==> src/rtl/display_scan_pwm_pkg.sv <==
// Shared definitions for the LED matrix row scanner: state codes, width helper and polarity helper.
package display_pkg;

    localparam logic [1:0] ST_IDLE  = 2'd0;
    localparam logic [1:0] ST_BLANK = 2'd1;
    localparam logic [1:0] ST_DRIVE = 2'd2;

    // Minimum of 1 so that degenerate parameters still give a legal vector width.
    function automatic int clog2(input int value);
        int w;
        w = 1;
        while ((1 << w) < value) begin
            w = w + 1;
        end
        return w;
    endfunction

    // Pin level of an inactive line for the given polarity setting.
    function automatic logic inactive_level(input int active_low);
        return (active_low != 0);
    endfunction

endpackage

==> src/rtl/display_scan_timer.sv <==
// Slot timer for the row scanner: counts blank and drive cycles per row and steps the row index.
module display_scan_timer
    import display_pkg::*;
#(
    parameter int ROWS      = 16,
    parameter int DWELL     = 64,
    parameter int BLANK_CYC = 2,
    parameter int RW        = clog2(ROWS),
    parameter int TW        = clog2((DWELL > BLANK_CYC) ? DWELL : BLANK_CYC)
) (
    input  logic          i_clk,
    input  logic          i_rst,
    input  logic          i_run,
    output logic [RW-1:0] o_row_idx,
    output logic [RW-1:0] o_row_nxt,
    output logic [TW-1:0] o_t_nxt,
    output logic          o_drive_nxt,
    output logic          o_frame_wrap
);

    logic [RW-1:0] row_q, row_d;
    logic [TW-1:0] t_q, t_d;
    logic          drive_q, drive_d;
    logic          wrap_d;

    always_comb begin
        row_d   = row_q;
        t_d     = t_q + 1'b1;
        drive_d = drive_q;
        wrap_d  = 1'b0;
        if (!i_run) begin
            // Held at the start of a frame so the next run begins at row 0, blank, t=0.
            row_d   = '0;
            t_d     = '0;
            drive_d = 1'b0;
        end else if (!drive_q) begin
            if (t_q == TW'(BLANK_CYC - 1)) begin
                t_d     = '0;
                drive_d = 1'b1;
            end
        end else if (t_q == TW'(DWELL - 1)) begin
            t_d     = '0;
            drive_d = 1'b0;
            if (row_q == RW'(ROWS - 1)) begin
                row_d  = '0;
                wrap_d = 1'b1;
            end else begin
                row_d = row_q + 1'b1;
            end
        end
    end

    always_ff @(posedge i_clk or posedge i_rst) begin
        if (i_rst) begin
            row_q   <= '0;
            t_q     <= '0;
            drive_q <= 1'b0;
        end else begin
            row_q   <= row_d;
            t_q     <= t_d;
            drive_q <= drive_d;
        end
    end

    assign o_row_idx    = row_q;
    assign o_row_nxt    = row_d;
    assign o_t_nxt      = t_d;
    assign o_drive_nxt  = drive_d;
    assign o_frame_wrap = wrap_d;

endmodule

==> src/rtl/display_scan_pwm.sv <==
// Row-scan LED matrix driver with per-row PWM brightness, blanking between rows and
// frame-atomic capture of the bitmap and brightness.
module display_scan_pwm
    import display_pkg::*;
#(
    parameter int ROWS       = 16,
    parameter int COLS       = 16,
    parameter int DWELL      = 64,
    parameter int BLANK_CYC  = 2,
    parameter int BRIGHT_W   = 7,
    parameter int ACTIVE_LOW = 1
) (
    input  logic                     i_clk,
    input  logic                     i_rst,
    input  logic                     i_enable,
    input  logic [ROWS*COLS-1:0]     i_data,
    input  logic [BRIGHT_W-1:0]      i_bright,
    output logic [ROWS-1:0]          o_row_n,
    output logic [COLS-1:0]          o_col_n,
    output logic                     o_frame_start,
    output logic [clog2(ROWS)-1:0]   o_row_idx
);

    localparam int   RW  = clog2(ROWS);
    localparam int   TW  = clog2((DWELL > BLANK_CYC) ? DWELL : BLANK_CYC);
    localparam logic POL = inactive_level(ACTIVE_LOW);

    logic [1:0]           state_q, state_d;
    logic [ROWS*COLS-1:0] shadow_q, shadow_d;
    logic [BRIGHT_W-1:0]  bright_q, bright_d;
    logic                 frame_start_q, frame_start_d;
    logic [ROWS-1:0]      row_n_q, row_n_d;
    logic [COLS-1:0]      col_n_q, col_n_d;
    logic [ROWS-1:0]      row_act;
    logic [COLS-1:0]      col_act;

    logic                 run;
    logic [RW-1:0]        row_nxt;
    logic [TW-1:0]        t_nxt;
    logic                 drive_nxt;
    logic                 frame_wrap;

    assign run = i_enable && (state_q != ST_IDLE);

    display_scan_timer #(
        .ROWS      (ROWS),
        .DWELL     (DWELL),
        .BLANK_CYC (BLANK_CYC),
        .RW        (RW),
        .TW        (TW)
    ) u_timer (
        .i_clk        (i_clk),
        .i_rst        (i_rst),
        .i_run        (run),
        .o_row_idx    (o_row_idx),
        .o_row_nxt    (row_nxt),
        .o_t_nxt      (t_nxt),
        .o_drive_nxt  (drive_nxt),
        .o_frame_wrap (frame_wrap)
    );

    always_comb begin
        state_d       = state_q;
        shadow_d      = shadow_q;
        bright_d      = bright_q;
        frame_start_d = 1'b0;
        if (!i_enable) begin
            state_d = ST_IDLE;
        end else begin
            if (state_q == ST_IDLE) begin
                state_d = ST_BLANK;
            end else begin
                state_d = drive_nxt ? ST_DRIVE : ST_BLANK;
            end
            // Capture only while staying enabled, so a disable on the wrap edge suppresses it.
            if ((state_q == ST_IDLE) || frame_wrap) begin
                shadow_d      = i_data;
                bright_d      = i_bright;
                frame_start_d = 1'b1;
            end
        end

        // Pins are computed from next-state values so they line up with the state register.
        row_act = '0;
        col_act = '0;
        if (state_d == ST_DRIVE) begin
            row_act[row_nxt] = 1'b1;
            if (int'(t_nxt) < int'(bright_d)) begin
                col_act = shadow_d[row_nxt*COLS +: COLS];
            end
        end
        row_n_d = row_act ^ {ROWS{POL}};
        col_n_d = col_act ^ {COLS{POL}};
    end

    always_ff @(posedge i_clk or posedge i_rst) begin
        if (i_rst) begin
            state_q       <= ST_IDLE;
            shadow_q      <= '0;
            bright_q      <= '0;
            frame_start_q <= 1'b0;
            row_n_q       <= {ROWS{POL}};
            col_n_q       <= {COLS{POL}};
        end else begin
            state_q       <= state_d;
            shadow_q      <= shadow_d;
            bright_q      <= bright_d;
            frame_start_q <= frame_start_d;
            row_n_q       <= row_n_d;
            col_n_q       <= col_n_d;
        end
    end

    assign o_row_n       = row_n_q;
    assign o_col_n       = col_n_q;
    assign o_frame_start = frame_start_q;

endmodule
==> config.mk <==
export PLATFORM = sky130hd
export DESIGN_NAME = display_scan_pwm
export DESIGN_NICKNAME = d
export VERILOG_FILES = /design/src/rtl/display_scan_pwm_pkg.sv /design/src/rtl/display_scan_timer.sv /design/src/rtl/display_scan_pwm.sv
export SDC_FILE = /design/constraint.sdc
export NUM_CORES = 1
export LEC_CHECK = 0
export ABC_AREA = 1
export ABC_CLOCK_PERIOD_IN_PS = 11800
export BUFFER_PORTS_ARGS = -buffer_cell sky130_fd_sc_hd__buf_2
export CAP_MARGIN = 20
export CORE_ASPECT_RATIO = 2
export CORE_MARGIN = 1
export CORE_UTILIZATION = 50
export DETAILED_ROUTE_END_ITERATION = 7
export GPL_ROUTABILITY_DRIVEN = 0
export PLACE_DENSITY = 0.77
export SETUP_SLACK_MARGIN = 0.2
export SYNTH_ARGS = -nofsm -noshare
export SYNTH_HDL_FRONTEND = slang
export SYNTH_HIERARCHICAL = 1
export SYNTH_SLANG_ARGS = --single-unit
==> constraint.sdc <==
create_clock -name i_clk -period 11.8 [get_ports i_clk]
set_input_delay 3.54 -clock i_clk [delete_from_list [all_inputs] [get_ports i_clk]]
set_output_delay 3.54 -clock i_clk [all_outputs]
set_load 0.05 [all_outputs]
Word-level counts from Yosys, hierarchy flattened
Index checks and enable logic that the tools add are counted.
- add/subtract/negate cells: 2
- $lt $le $gt $ge: 3
- equality and inequality tests: 4
- shifts and indexed selects: 1
- multiplexer cells: 30
- bitwise operators: 2
- reduce and logical (&&, ||, !) cells: 5
- operators by type and width (kind ; number):
    $mux W256 ; 2
    $shiftx A256 B9 Y16 ; 1
    $mux W16 ; 3
    $not A16 Y16 ; 2
    $mux W6 ; 4
    $mux W4 ; 4
    $mux W7 ; 2
    $mux W1 ; 11
    $lt A6 B7 Y1 ; 1
    $add A6 B1 Y6 const B ; 1
    $eq A6 B1 Y1 const B ; 1
    $eq A6 B6 Y1 const B ; 1
    $mux W2 ; 3
    $lt A4 B5 Y1 const B ; 1
    $add A4 B1 Y4 const B ; 1
    $demux W1 S4 ; 1
    $eq A4 B4 Y1 const B ; 1
    $ge A4 B1 Y1 const B ; 1
    $eq A2 B2 Y1 const B ; 1
    $logic_and A1 B1 Y1 ; 2
    $logic_not A2 Y1 ; 1
    $reduce_bool A2 Y1 ; 1
    $logic_or A1 B1 Y1 ; 1
- register bits: 309
- input port bits: 266
- output and inout bits: 37
- logic and storage cells: 56

Depth between registers and ports, before layout
- depth in word-level cells: 12
- mapped depth: 25
- mapped depth without buffers: 20

Modules after synthesis
The synthesis kept the hierarchy.
- modules (own cells, without submodules) (module ; times used ; cells each ; area each (µm²)):
    display_scan_pwm ; 1 ; 1869 ; 14183.6
    display_scan_timer ; 1 ; 77 ; 620.6

Worst setup path after synthesis
No wires, ideal clock.
- path kind: input to register
- start point: in i_enable
- end point: reg col_n_q[12], in the netlist o_col_n[12]
- arrival: 6.703 ns
- data required time: 11.723 ns
- setup slack: 5.019 ns
- stages on the path: 23
- buffers on the path: 6
- cell sequence: clkbuf_1 clkbuf_1 inv_1 nor2_1 inv_1 nor3_1 inv_1 o21ai_4 nand2_1 buf_4 inv_2 buf_4 buf_4 or2_2 o21ai_0 ha_1 a21oi_1 nand2_1 nand3_1 nand2_1 buf_2 nor2_1 nand2_1
- longest elaborated chain between the ends: 9
- elaborated cells on any way between the ends: 19
- classes of those cells: order compare: 1; eq/ne: 1; shift: 1; mux: 13; bitwise: 1; reduce/logical: 2
- RTL lines (item ; line ; RTL):
    start: declaration ; display_scan_pwm.sv:15 ; input logic i_enable,
    $logic_and A1 B1 Y1 * ; display_scan_pwm.sv:43 ; assign run = i_enable && (state_q != ST_IDLE);
    named net run ; display_scan_pwm.sv:37 ; logic run;
    $mux W1 * ; display_scan_timer.sv:31 ; if (!i_run) begin
    named net frame_wrap ; display_scan_pwm.sv:41 ; logic frame_wrap;
    $logic_or A1 B1 Y1 * ; display_scan_pwm.sv:76 ; if ((state_q == ST_IDLE) || frame_wrap) begin
    $mux W256 / $mux W7 (equally long branches) ; display_scan_pwm.sv:76 ;
    $mux W256 / $mux W7 (equally long branches) ; display_scan_pwm.sv:67 ; if (!i_enable) begin
    $shiftx A256 B9 Y16 / $lt A6 B7 Y1 (equally long branches) ; display_scan_pwm.sv:89, display_scan_pwm.sv:88 ;
    $mux W16 * ; display_scan_pwm.sv:88 ; if (int'(t_nxt) < int'(bright_d)) begin
    $mux W16 * ; display_scan_pwm.sv:86 ; if (state_d == ST_DRIVE) begin
    $not A16 Y16 (no line) * ; -- ;
    named net col_n_d[12] ; display_scan_pwm.sv:33 ; logic [COLS-1:0] col_n_q, col_n_d;
    end signal: assignment ; display_scan_pwm.sv:103 ; col_n_q <= {COLS{POL}};
    end signal: assignment ; display_scan_pwm.sv:110 ; col_n_q <= col_n_d;
    end: declaration ; display_scan_pwm.sv:33 ;
Mark *: on every way through the listed nets, which the timed path passes. The rest lies on a longest branch.

Worst setup path after layout
- start point: in i_enable
- end point: reg col_n_q[0], in the netlist o_col_n[0]
The elaborated chain is that of the path after synthesis.

==> metrics.cfg <==
[run_status]
status = complete, no violations

[timing]
setup_violations = 0
finalHoldViolations = 0
fin_setup_tns_ns = 0
fmax_mhz = 129.3
finClkSkew_ns = 0.01390
finalCritPeriodShare = 0.6552
max_slew_margin = 0.2741
rsz0062_at_grt = false
min_period_ns = 7.732
layout_setup_ws_ns = 4.068
worstMarginPinSlew_ns = 1.089
drv_slew = 0

[global_routing]
antenna_found_initial = 0
grt_remaining_overflow = 0
grt_start_max_net_pins = 185
grt_pass1_vias = 13510
grt_first_pass_wirelength_mm = 70.99
grt_use_total = 0.3113

[worst_setup_path]
crit_arrival_ns = 8.21
startpoint_type = primary input
end_kind = flip-flop
cp_slowest_cell = buf_4
r2r_slack_ns = 7.01
path_max_fanout = 112
crit_top_cell = nand2_1
critical_path_required_ns = 12.28
crit_type = primary input to flip-flop
cpPeakStageDelay_ns = 0.78
crit_chain = buf_6, inv_1, nor2_1, inv_1, nor3_1, inv_1, o21ai_4, buf_4, nand2_4, buf_4, o21ai_0, ha_1, nand2_1, inv_1, nand2_1, nand2_1, nand2_1, nand2_1, nor2_1, nand2_1

[final_layout]
areaGrowthSynthToFinish_pct = 17.23
final_cell_mix = nand2_1 (759), nand3_1 (398), buf_2 (301)
drive_above_1_share = 0.1868
nFillCells = 2623
regArea_um2 = 7772
layout_commonest_cell = nand2_1
num-nets-final = 2454
multiInputGateArea_um2 = 6003
antenna_cells = 0

[clock_network]
path_clk_slew_ns = 0.07
post_cts_buffers = 0
holdBufCountCts = 0
clock-sinks = 309
cts_buffers = 27
cts_root_buf = clkbuf_16
cts_tree = done
cts_resized = 0
clockBufferDepth = 3
clk_latency_ns = 0.55
htreeDepth = 1

[die]
die_y_um = 245.3
placementRows = 88
core_area_um2 = 28960
initial_core_util = 0.5112
io_pins = 303
die_width_um = 123.7
die_area_um2 = 30340

[pwr]
ir_drop_v = 0.0001082
p_leak_uw = 0.009618
powerDensity_nw_per_um2 = 146.4

[detailed_routing]
wl_per_cell_um = 18.25
drt_pre_antenna_iters = 6
drcViolationCount = 0
vias = 13810
detail_route.vias_per_cell = 5.396
postRouteAntennaNets = 0
drtIter0Drc = 1249
wirelength_mm = 46.72

[logic_synthesis]
ys_ff_latch = 309
synthTopCellsByArea = dfrtp_1 (47%), nand2_1 (19%), nand3_1 (13%)
synth-seq-area-share = 0.5250
synth_top_area_cell = dfrtp_1
synth_top_area_share = 0.4682
synth_cell_types = 27
synth_area_um2 = 14800
yosys_warnings = 6
synth_area_per_cell_um2 = 7.608
synthCells = 1946
synth_nets = 2220

[hold_path]
hp-class = flip-flop to flip-flop

[run]
drv_cap = 0

[place]
portBuffers = 302
place_ws_ns = 3.522
hpwl_mm = 33.54

cells in the mapped netlist (all sizes together):
library cell / count
a21oi: 3
buf: 52
clkbuf: 59
dfrtp: 277
dfstp: 32
ha: 8
inv: 144
nand2: 762
nand3: 399
nand4: 4
nor2: 90
nor3: 1
o21a: 1
o21ai: 107
or2: 5
xnor2: 1
xor2: 1
logic make-up (layout without fill, tap and decap cells):
group           count (synthesis)  after routing  synth area share
compound gates                111            111           0.03846
xor+xnor                        2              2          0.001183
fa+ha+maj                       8              8          0.006762
buf+inv                       255            509           0.07099
flops                         309            309            0.5250
simple gates                 1261           1261            0.3576
layer usage:
layer | global-route usage | wire length, µm | vias up
li1 | - | - | 6615
met1 | 0.3624 | 16790 | 6439
met2 | 0.5075 | 23030 | 584
met3 | 0.03177 | 2576 | 175
met4 | 0.2594 | 4325 | 0
met5 | 0 | 0 | -
flip-flops by register name, indices dropped and copies added, names as in the netlist:
signal	count
o_row_n	16
o_col_n	16
o_frame_start	1
bright_q	7
shadow_q	256
u_timer/o_row_idx	4
state_q	2
u_timer/drive_q	1
u_timer/t_q	6
power by group:
part / switching [µW] / internal, µW / total, µW / leakage (µW)
clock: 399 / 558 / 956 / 0.000472
combinational: 244 / 121 / 365 / 0.00545
sequential: 35.5 / 1180 / 1220 / 0.00369
total: 678 / 1860 / 2540 / 0.00962
stage by stage:
stage | instances | instance area, µm² | power (µW) | hold slack (ns) | util
3_3_place_gp | 2511 | 16410 | 1582 | 0.4476 | 0.5665
5_1_grt | 2560 | 17360 | 2648 | 0.4809 | 0.5993
6_report | 2560 | 17360 | 2540 | 0.4682 | 0.5993
4_1_cts | 2560 | 17360 | 2548 | 0.4697 | 0.5993
2_1_floorplan | 1946 | 14810 | 1473 | 0.4367 | -
3_5_place_dp | 2511 | 16410 | 1600 | 0.4533 | 0.5665
worst paths after layout:
kind / from / to / cells past startpoint
max: i_enable / o_col_n[0] / 20
min: shadow_q[213] / shadow_q[213] / 2
max reg2reg: u_timer/t_q[0] / o_col_n[3] / 18
min reg2reg: shadow_q[213] / shadow_q[213] / 2
max in group asynchronous: i_rst / shadow_q[181] / 4
min in group asynchronous: i_rst / u_timer/t_q[1] / 2
area by class of cell:
type,instances,share of cell area
flip-flops and latches,309,0.4478
multi-input cells,1382,0.3459
repair buffers,316,0.09423
clock buffers,40,0.04636
inverters,144,0.03136
well taps,360,0.02595
clock inverters,9,0.008363
critical path: cells and delay by family:
family                     cells  cell delay (ns)
AOI/OAI and AO/OA              2             0.46
and+or+nand+nor               10             1.53
buffers and inverters          7             2.29
adders and majority gates      1             0.31
(Power assumes the default switching activity.)
